$ cat config.mk
export PLATFORM = sky130hd
export DESIGN_NAME = cs2fifod
export DESIGN_NICKNAME = d
export VERILOG_FILES = /design/src/rtl/cs2fifod.sv
export SDC_FILE = /design/constraint.sdc
export NUM_CORES = 1
export LEC_CHECK = 0
export BUFFER_PORTS_ARGS = -buffer_cell sky130_fd_sc_hd__buf_4
export CELL_PAD_IN_SITES_DETAIL_PLACEMENT = 0
export CELL_PAD_IN_SITES_GLOBAL_PLACEMENT = 1
export CORE_MARGIN = 5
export CORE_UTILIZATION = 31
export CTS_BUF_LIST = sky130_fd_sc_hd__clkbuf_2
export CTS_CLUSTER_SIZE = 40
export DETAILED_ROUTE_END_ITERATION = 7
export PLACE_DENSITY_LB_ADDON = 0.1
export SKIP_CTS_REPAIR_TIMING = 1
export SLEW_MARGIN = 30
export SYNTH_ARGS = -nofsm -noshare
export SYNTH_HDL_FRONTEND = slang
export SYNTH_SLANG_ARGS = --single-unit
$ cat constraint.sdc
create_clock -name clk -period 10.4 [get_ports clk]
set_input_delay 0.52 -clock clk [delete_from_list [all_inputs] [get_ports clk]]
set_output_delay 0.52 -clock clk [all_outputs]
set_load 0.01 [all_outputs]
$ cat src/rtl/cs2fifod.sv
// cs2fifod: snapshots device status and ADC registers on an fs request and writes one framed reply
// (HDR0, HDR1, kind, smpr, regs[, checksum]) into the fifod write port. Build macro: CS2FIFOD_CHKSUM_EN.
module cs2fifod #(
  parameter int         NREG = 14,
  parameter logic [7:0] HDR0 = 8'h55,
  parameter logic [7:0] HDR1 = 8'hAA
) (
  input  logic              clk,
  input  logic              rst,
  input  logic              fs,
  output logic              fd,
  input  logic [7:0]        dev_kind,
  input  logic [7:0]        dev_smpr,
  input  logic [8*NREG-1:0] adc_regs,
  input  logic              fifod_full,
  output logic              fifod_txen,
  output logic [7:0]        fifod_txd,
  output logic [11:0]       tx_len
);

`ifdef CS2FIFOD_CHKSUM_EN
  localparam int LEN = 5 + NREG;
`else
  localparam int LEN = 4 + NREG;
`endif
  localparam logic [8:0]  LAST_IDX = 9'(LEN - 1);
  localparam logic [8:0]  REG_END  = 9'(4 + NREG);
  localparam logic [11:0] LEN_W    = 12'(LEN);

  typedef enum logic [1:0] {
    IDLE = 2'd0,
    LOAD = 2'd1,
    SEND = 2'd2,
    DONE = 2'd3
  } state_t;

  state_t            state_q, state_d;
  logic              fd_q, fd_d;
  logic              txen_q, txen_d;
  logic [7:0]        txd_q, txd_d;
  logic [8:0]        idx_q, idx_d;
  logic [11:0]       tx_len_q;
  logic [7:0]        kind_q, kind_d;
  logic [7:0]        smpr_q, smpr_d;
  logic [8*NREG-1:0] regs_q, regs_d;
  logic [8:0]        reg_off;
  logic [7:0]        reg_byte;
  logic [7:0]        cur_byte;
`ifdef CS2FIFOD_CHKSUM_EN
  logic [7:0]        sum_q, sum_d;
`endif

  function automatic logic [7:0] sum8(input logic [7:0] acc, input logic [7:0] b);
    return 8'(acc + b);
  endfunction

  // Select the snapshot byte addressed by idx.
  always_comb begin
    reg_off  = idx_q - 9'd4;
    reg_byte = 8'h00;
    for (int i = 0; i < NREG; i++) begin
      reg_byte = reg_byte | ((reg_off == 9'(i)) ? regs_q[8*i +: 8] : 8'h00);
    end
    if (idx_q == 9'd0)        cur_byte = HDR0;
    else if (idx_q == 9'd1)   cur_byte = HDR1;
    else if (idx_q == 9'd2)   cur_byte = kind_q;
    else if (idx_q == 9'd3)   cur_byte = smpr_q;
    else if (idx_q < REG_END) cur_byte = reg_byte;
`ifdef CS2FIFOD_CHKSUM_EN
    else                      cur_byte = sum_q;
`else
    else                      cur_byte = 8'h00;
`endif
  end

  // Next-state and registered-output logic for the packer FSM.
  always_comb begin
    state_d = state_q;
    fd_d    = fd_q;
    txen_d  = 1'b0;
    txd_d   = txd_q;
    idx_d   = idx_q;
    kind_d  = kind_q;
    smpr_d  = smpr_q;
    regs_d  = regs_q;
`ifdef CS2FIFOD_CHKSUM_EN
    sum_d   = sum_q;
`endif
    case (state_q)
      IDLE: begin
        fd_d = 1'b0;
        if (fs) state_d = LOAD;
        else    state_d = IDLE;
      end
      LOAD: begin
        kind_d  = dev_kind;
        smpr_d  = dev_smpr;
        regs_d  = adc_regs;
        idx_d   = 9'd0;
`ifdef CS2FIFOD_CHKSUM_EN
        sum_d   = 8'h00;
`endif
        state_d = SEND;
      end
      SEND: begin
        if (!fifod_full) begin
          txen_d = 1'b1;
          txd_d  = cur_byte;
          idx_d  = idx_q + 9'd1;
`ifdef CS2FIFOD_CHKSUM_EN
          if ((idx_q >= 9'd2) && (idx_q < REG_END)) sum_d = sum8(sum_q, cur_byte);
          else                                      sum_d = sum_q;
`endif
          if (idx_q == LAST_IDX) state_d = DONE;
          else                   state_d = SEND;
        end else begin
          txen_d = 1'b0;
        end
      end
      DONE: begin
        // fd is raised for at least one cycle even if fs was only a short pulse.
        fd_d   = fs | ~fd_q;
        txen_d = 1'b0;
        if (fs) state_d = DONE;
        else    state_d = IDLE;
      end
      default: begin
        state_d = IDLE;
        fd_d    = 1'b0;
      end
    endcase
  end

  // State and output registers.
  always_ff @(posedge clk or posedge rst) begin
    if (rst) begin
      state_q  <= IDLE;
      fd_q     <= 1'b0;
      txen_q   <= 1'b0;
      txd_q    <= 8'h00;
      idx_q    <= 9'd0;
      tx_len_q <= LEN_W;
      kind_q   <= 8'h00;
      smpr_q   <= 8'h00;
      regs_q   <= {(8*NREG){1'b0}};
`ifdef CS2FIFOD_CHKSUM_EN
      sum_q    <= 8'h00;
`endif
    end else begin
      state_q  <= state_d;
      fd_q     <= fd_d;
      txen_q   <= txen_d;
      txd_q    <= txd_d;
      idx_q    <= idx_d;
      tx_len_q <= LEN_W;
      kind_q   <= kind_d;
      smpr_q   <= smpr_d;
      regs_q   <= regs_d;
`ifdef CS2FIFOD_CHKSUM_EN
      sum_q    <= sum_d;
`endif
    end
  end

  assign fd         = fd_q;
  assign fifod_txen = txen_q;
  assign fifod_txd  = txd_q;
  assign tx_len     = tx_len_q;

endmodule

---- After elaboration in Yosys (flattened, before gate mapping) ----
Cells that the tools add are included.
storage, ports and cells
  register bits ........................... 149
  latch bits .............................. 0
  RAM bits ................................ 0
  ROM bits ................................ 0
  output and inout bits ................... 22
  memories ................................ 0
operators by class
  add/sub/neg operators ................... 2
  multipliers ............................. 0
  divide/modulo/power cells ............... 0
  order comparisons ....................... 1
  eq/ne operators ......................... 21
  shift-type cells ........................ 0
  mux-type cells .......................... 29
  bitwise operators ....................... 16
  reductions and logical operators ........ 7
operators with widths
  operator                                              number
  two-way mux 8 bit                                     19
  OR 8 bit                                              13
  equality test 9 x 4 -> 1 bit (second input constant)  6
  equality test 9 x 2 -> 1 bit (second input constant)  4
  equality test 9 x 3 -> 1 bit (second input constant)  4
  equality test 9 x 1 -> 1 bit (second input constant)  2
  zero test 9 bit                                       2
  one-hot mux 9 bit (2 select lines)                    1
  adder 9 x 1 -> 9 bit (second input constant)          1
  equality test 9 x 5 -> 1 bit (second input constant)  1
  < comparator 9 x 5 -> 1 bit (second input constant)   1
  two-way mux 9 bit                                     1
  subtractor 9 x 3 -> 9 bit (second input constant)     1
  one-hot mux 2 bit (4 select lines)                    1
  equality test 2 bit (second input constant)           2
  two-way mux 1 bit                                     4
  two-way mux 2 bit                                     2
  AND reduction 2 bit                                   2
  nonzero test 2 bit                                    2
  equality test 2 x 1 -> 1 bit (second input constant)  1
  zero test 2 bit                                       1
  != test 2 bit (second input constant)                 1
  inverter 1 bit                                        2
  one-hot mux 1 bit (2 select lines)                    1
  OR 1 bit                                              1

---- Depth between registers and ports, before layout ----
Gate-level depths: netlist of the first run.
  word-level depth ........................ 21
  gate-level depth with buffers ........... 9
  depth with buffers taken out ............ 8

---- Least setup slack after synthesis of the first run ----
No wires, ideal clock.
  path kind ............................... register to register
  start ................................... reg idx_q[0]
  end ..................................... reg txd_q[1], in the netlist fifod_txd[1]
  setup time .............................. 126 ps
  arrival ................................. 2008 ps
  setup slack ............................. 8266 ps
  stages on the path, launching flop included .. 9
  buffers on the path ..................... 1
  clock period less this slack ............ 2134 ps
  cell sequence ........................... dfrtp_1 -> inv_1 -> ha_1 -> clkbuf_1 -> a22o_1 -> a221oi_1 -> o32ai_1 -> a221o_1 -> a221o_1
on the way
  cells in the longest elaborated chain, start to end .. 21
  elaborated cells between the ends (all ways) .. 52
  classes of those cells .................. 1 x add/sub; 1 x order compare; 16 x eq/ne; 19 x mux; 13 x bitwise; 2 x reduce/logical
RTL lines
  element                                                                 line  RTL
  start: declaration                                                      41    logic [8:0] idx_q, idx_d;
  start signal: assignment                                                154   idx_q <= idx_d;
  subtractor 9 x 3 -> 9 bit                                               59    reg_off = idx_q - 9'd4;
  equality test 9 x 1 -> 1 bit / zero test 9 bit (equally long branches)  62    reg_byte = reg_byte | ((reg_off == 9'(i)) ? regs_q[8*i +: 8] : 8'h00);
  two-way mux 8 bit                                                       62
  OR 8 bit (13 in series)                                                 62
  two-way mux 8 bit                                                       68    else if (idx_q < REG_END) cur_byte = reg_byte;
  two-way mux 8 bit                                                       67    else if (idx_q == 9'd3) cur_byte = smpr_q;
  two-way mux 8 bit                                                       66    else if (idx_q == 9'd2) cur_byte = kind_q;
  two-way mux 8 bit                                                       65    else if (idx_q == 9'd1) cur_byte = HDR1;
  two-way mux 8 bit *                                                     64    if (idx_q == 9'd0) cur_byte = HDR0;
  end signal: assignment                                                  153   txd_q <= txd_d;
  end: declaration                                                        40    logic [7:0] txd_q, txd_d;
Mark *: on every way between the ends. The rest lies on a longest branch, timed or not.
A chain may end at the register's enable or synchronous reset.

---- Final worst setup path of the first run ----
Ends and elaborated chain as after synthesis.

==> run metrics, run 1 <==
status finished clean; met3 Usage GRT 3.882%; Post-Syn Instances 589; distinct cell type count after synthesis 58; largest net degree at the start of global routing 87; Final Wtd Congestion 0.8576; Hold EP state_q[0]; H-tree levels 4; Total GRT Usage 16.53%; Max FO, Critical Path 17; top cells by count, synth dfrtp_1, mux2_2, clkbuf_1; I/O Pins 154; GR peak layer met2; Post-Syn Area 0.007148 sq mm; CTS Buf Count 17; Final #Nets 980; Max Cap Viol 0; starting DRC count in detailed routing 403; Seq/Total Area, Yosys 52.16%; M1 GR Usage 22.25%; Starting Density 31.57%; Reg2Reg Setup Slack 7.54 ns; P per Cell Area 234.6 mW/mm^2; min-delay src fifod_full; P_leak 4.204 nW; CTS tree built; CP Class reg2reg; hold path depth 4; syn_area_per_cell 12.14 sq um; Critical Path RT 11.03 ns; dpl cell area 0.008397 sq mm; R2R cell count 7; DRT Pass-1 Iters 5; post-layout util 43.82%; share of post-route cells with drive strength above 1 37.16%; Fmax 0.3494 GHz; Slew @ Worst Pin 0.9025 ns; vias in the first global route 5,764; Yosys warnings 0; remaining global-route overflow 0; post-synth top area cell dfrtp_1; clock slew at reported path FFs 0.23 ns; vias 5,810; VDD IR max 0.09074 mV; Post-synth ARST share 100.0%; Vias/cell 5.101; die width 161.9 um; worst r2r src idx_q[0]; Slew Viols, Final 0; Die Ht 161.9 um; setup TNS 0 ns; clk_skew 0.04186 ns; Final Cell Area 0.009922 sq mm; Core Rows 55; largest cells by area after synthesis dfrtp_1, mux2_2, a22oi_1; CP Launch Type flip-flop; crit share post-route 27.52%; core area 0.02264 sq mm; crit end category flip-flop; Critical R2R Capture fifod_txd[1]; Post-synth EDFFs 0; initial antenna violation count 1; final-report hold violation count 0; CTS max path bufs 2; placed cell count 976; clk root buf clkbuf_2; die area 0.02620 sq mm; synthesized flop and latch total 149; clk_lat worst skew 0.73 ns; first-pass GRT wire length 33.30 mm; RSZ-0062 raised after global routing false; Port Buffers 141; Final min period 2.862 ns; Detail Route Antenna Nets 0; fin cells 1,139; P&R area growth vs syn 38.81%; most frequent cell after synthesis dfrtp_1; DR WL/cell 19.44 um; M2 GR Usage 27.09%; Sinks on Clock Net 149; DRC 0; WP data arrival 3.49 ns; ys flop type dfrtp_1; Synth top area share 52.16%; endpoints failing setup 0; Final HPWL DP 15.59 mm; Total Power 2.328 mW; Relative slew margins 39.71%; worst hold path class in2reg; final WL 22.14 mm
==> per-layer routing <==
layer | wire length, um | up-vias
met2 | 10880 | 170
met4 | 352 | 0
met5 | 0 | -
met1 | 9907 | 2897
met3 | 1007 | 26
li1 | - | 2717
==> flip-flops by register name (all words and copies together), names as in the netlist <==
| register | cells |
|---|---|
| fd | 1 |
| fifod_txen | 1 |
| regs_q | 112 |
| state_q | 2 |
| smpr_q | 8 |
| kind_q | 8 |
| fifod_txd | 8 |
| idx_q | 9 |
==> per-stage QoR <==
step / hold WS [ns] / worst slack [ns]
6_report: 0.1380 / 7.538
5_1_grt: 0.1028 / 7.358
4_1_cts: -0.2091 / 7.261
3_5_place_dp: 0.4958 / 7.348
3_3_place_gp: 0.4893 / 7.519
2_1_floorplan: 0.4750 / 5.872
==> power by group <==
part           switching [mW]  internal (mW)
registers               0.190          0.862
logic                   0.443          0.520
clock network           0.237         0.0761
total                   0.870           1.46
==> kinds of logic after synthesis <==
group / after synthesis / share of synthesized area (%)
DFF: 149 / 52.16
AOI/OAI and AO/OA: 134 / 13.88
muxes: 130 / 20.44
and+or+nand+nor: 98 / 7.299
buffers and inverters: 66 / 4.463
adders and majority gates: 8 / 1.400
other: 2 / 0.1051
xor gates and xnor gates: 2 / 0.2451
==> area by class of cell <==
cell class                 count  area (sq um)
sequential                   149          3729
multi-input combinational    384          3153
tap                          285         356.6
antenna                        1         2.502
clock buffer                  18         90.09
fill                        2150         12720
timing repair buffer         278          2420
inverter                      10         42.54
clock inverter                14         128.9
==> cells in the final DEF, fill, tap and decap left out, types with 3 or more instances in the layout <==
cell             n
inv_6            9
a222oi_1         6
o31ai_1          5
clkbuf_2        18
nand2b_1         5
nand4_1          5
a22oi_1         21
o21ai_0         18
o211ai_1         5
nor2_1          15
o22ai_1          6
a32oi_1          3
a211oi_1         5
a221oi_1         6
nor2b_1          6
inv_1            7
a22o_1          11
a31oi_1         11
a21oi_1         17
nor4b_1          3
nor3_1           7
ha_1             6
nor4_1           5
nand2_1         28
a221o_1          4
inv_8            3
nand3_1         12
mux2_2         128
buf_4          146
dlygate4sd3_1  130
dfrtp_1        149
conb_1          12
==> critical path, cell delays in order (launching register included) <==
cell      delay (ns)
dfrtp_1         0.47
inv_1           0.10
ha_1            0.38
buf_4           0.31
a221oi_1        0.51
o32ai_1         0.26
a221o_1         0.42
a221o_1         0.32
==> worst max path at each step <==
stage	to	slack, ns	cells past startpoint	startpoint
6_report	fifod_txd[1]	7.54	7	idx_q[0]
4_1_cts	fifod_txd[2]	7.26	7	idx_q[1]
3_3_place_gp	fifod_txd[2]	7.52	7	idx_q[0]
2_1_floorplan	fd	5.87	1	rst
5_1_grt	fifod_txd[2]	7.36	5	idx_q[3]
3_5_place_dp	fifod_txd[2]	7.35	7	idx_q[0]
No activity file was read; power rests on OpenSTA's default activity.
==> run 2: changes to the inputs <==
Clock period 10.4 ns to 2.5 ns, I/O delays scaled along.
==> run metrics, run 2 (synthesized netlist as in run 1, its figures left out) <==
CTS tree built (unchanged); setup TNS 0 ns (unchanged); share of post-route cells with drive strength above 1 39.53% (was 37.16%); kind of cell adding the most delay to the critical path compound AO/OA/AOI/OAI gates (unchanged); crit end category flip-flop (unchanged); WP data arrival 3.08 ns (was 3.49 ns); Max FO, Critical Path 4 (was 17); max reg flops 112 (unchanged); die width 161.9 um (unchanged); status finished clean (unchanged); first-pass GRT wire length 34.69 mm (was 33.30 mm); Fin Hold WS 0.07147 ns (was 0.1380 ns); P&R area growth vs syn 43.43% (was 38.81%); R2R cell count 7 (unchanged); Total Power 10.12 mW (was 2.328 mW); Levels on crit path 7 (unchanged); Buf/Inv on CP 1 (was 2); Sinks on Clock Net 149 (unchanged); crit-path cells inv_1 > ha_1 > a22o_1 > a221oi_1 > o32ai_1 > a221o_1 > a221o_1 (was inv_1 > ha_1 > buf_4 > a221oi_1 > o32ai_1 > a221o_1 > a221o_1); Starting Density 31.57% (unchanged); die area 0.02620 sq mm (unchanged); Final #Nets 1,015 (was 980); core area 0.02264 sq mm (unchanged); most frequent CP cell a221o_1 (unchanged); crit share post-route 97.02% (was 27.52%); CTS max path bufs 2 (unchanged); Final min period 2.425 ns (was 2.862 ns); RSZ-0062 raised after global routing false (unchanged); clock slew at reported path FFs 0.29 ns (was 0.23 ns); DR WL/cell 19.89 um (was 19.44 um); Critical Path Sink fifod_txd[1] (unchanged); DRC 0 (unchanged); Vias/cell 5.071 (was 5.101); final-report hold violation count 0 (unchanged); clk_skew 0.03207 ns (was 0.04186 ns); CP Class reg2reg (unchanged); vias 5,953 (was 5,810); final WL 23.35 mm (was 22.14 mm); Die Ht 161.9 um (unchanged); I/O Pins 154 (unchanged); Core Rows 55 (unchanged); initial antenna violation count 1 (unchanged); Critical R2R Capture fifod_txd[1] (unchanged); most frequent cells in the layout buf_4, dfrtp_1, dlygate4sd3_1 (was dfrtp_1, buf_4, dlygate4sd3_1); Detail Route Antenna Nets 0 (unchanged); Total GRT Usage 17.18% (was 16.53%); clk_lat worst skew 0.75 ns (was 0.73 ns); post-layout util 45.28% (was 43.82%); Slew Viols, Final 0 (unchanged); Reg2Reg Setup Slack 0.07 ns (was 7.54 ns); H-tree levels 4 (unchanged); placed cell count 1,010 (was 976); Final HPWL DP 16.93 mm (was 15.59 mm); Max Cap Viol 0 (unchanged); P per Cell Area 987.5 mW/mm^2 (was 234.6 mW/mm^2); Slew @ Worst Pin 0.8573 ns (was 0.9025 ns); Fmax 0.4123 GHz (was 0.3494 GHz); Port Buffers 141 (unchanged); Final Wtd Congestion 0.8695 (was 0.8576); VDD IR max 0.4007 mV (was 0.09074 mV); crit-path max cell delay 0.47 ns (was 0.51 ns); endpoints failing setup 0 (unchanged); worst r2r src idx_q[1] (was idx_q[0]); CTS Buf Count 17 (unchanged); Largest regs regs_q x112, idx_q x9 (unchanged); Critical Path RT 3.16 ns (was 11.03 ns); most common cell after layout, fill and taps aside buf_4 (was dfrtp_1); P_leak 4.397 nW (was 4.204 nW); CP Launch Type flip-flop (unchanged); remaining global-route overflow 0 (unchanged); starting DRC count in detailed routing 342 (was 403); Biggest register regs_q (unchanged); Relative slew margins 42.85% (was 39.71%); DRT Pass-1 Iters 8 (was 5); Crit-path slowest cell dfrtp_1 (was a221oi_1); worst hold path class in2async (was in2reg); fin cells 1,174 (was 1,139); largest net degree at the start of global routing 150 (was 87); vias in the first global route 5,974 (was 5,764); clk root buf clkbuf_2 (unchanged); crit path launch idx_q[1] (was idx_q[0])
run 2: worst reg2reg max path: cells and delay by family, from the launching register on:
kind / cells / cell delay, ns
AO/OA/AOI/OAI: 5 / 1.48
flip-flops: 1 / 0.47
adder cells (fa/ha/maj): 1 / 0.28
buffers and inverters: 1 / 0.12
run 2: layer usage:
| metal | global-route usage (%) | part of all wire, % | routed length, um |
|---|---|---|---|
| met5 | 0 | 0 | 0 |
| met4 | 4.421 | 1.4 | 327 |
| met3 | 4.009 | 4.7 | 1109 |
| met2 | 27.49 | 49 | 11370 |
| met1 | 23.62 | 45 | 10550 |
run 2: report_power, final:
part           leakage [nW]  internal, mW  switching (mW)
clock network         0.145         0.333            1.08
registers              1.78          3.59           0.867
logic                  2.47          2.36            1.89
total                  4.40          6.29            3.84
run 2: layout make-up:
| class | instances | area, sq um |
|---|---|---|
| flip-flops and latches | 149 | 3729 |
| clock inverters | 15 | 155.1 |
| repair buffers | 313 | 2728 |
| well taps | 285 | 356.6 |
| multi-input cells | 384 | 3156 |
| diodes | 1 | 2.502 |
| fillers | 2124 | 12390 |
| clock buffers | 17 | 85.08 |
| inverters | 10 | 41.29 |
run 2: worst min-delay path by stage:
stage,from,endpoint,cells after the start
finish,rst,regs_q[93],4
global route,adc_regs[72],regs_q[72],3
CTS,adc_regs[77],regs_q[77],2
detailed placement,dev_kind[6],kind_q[6],3
global placement,dev_kind[6],kind_q[6],3
floorplan,dev_kind[0],kind_q[0],2
run 2: through the flow:
stage	worst slack, ns	cell area, sq um
after global placement	0.1827	8693
after detailed placement	0.08937	8693
after global routing	0.01600	10250
after CTS	0.05637	8934
final	0.07451	10250
after floorplan	0.3662	7189
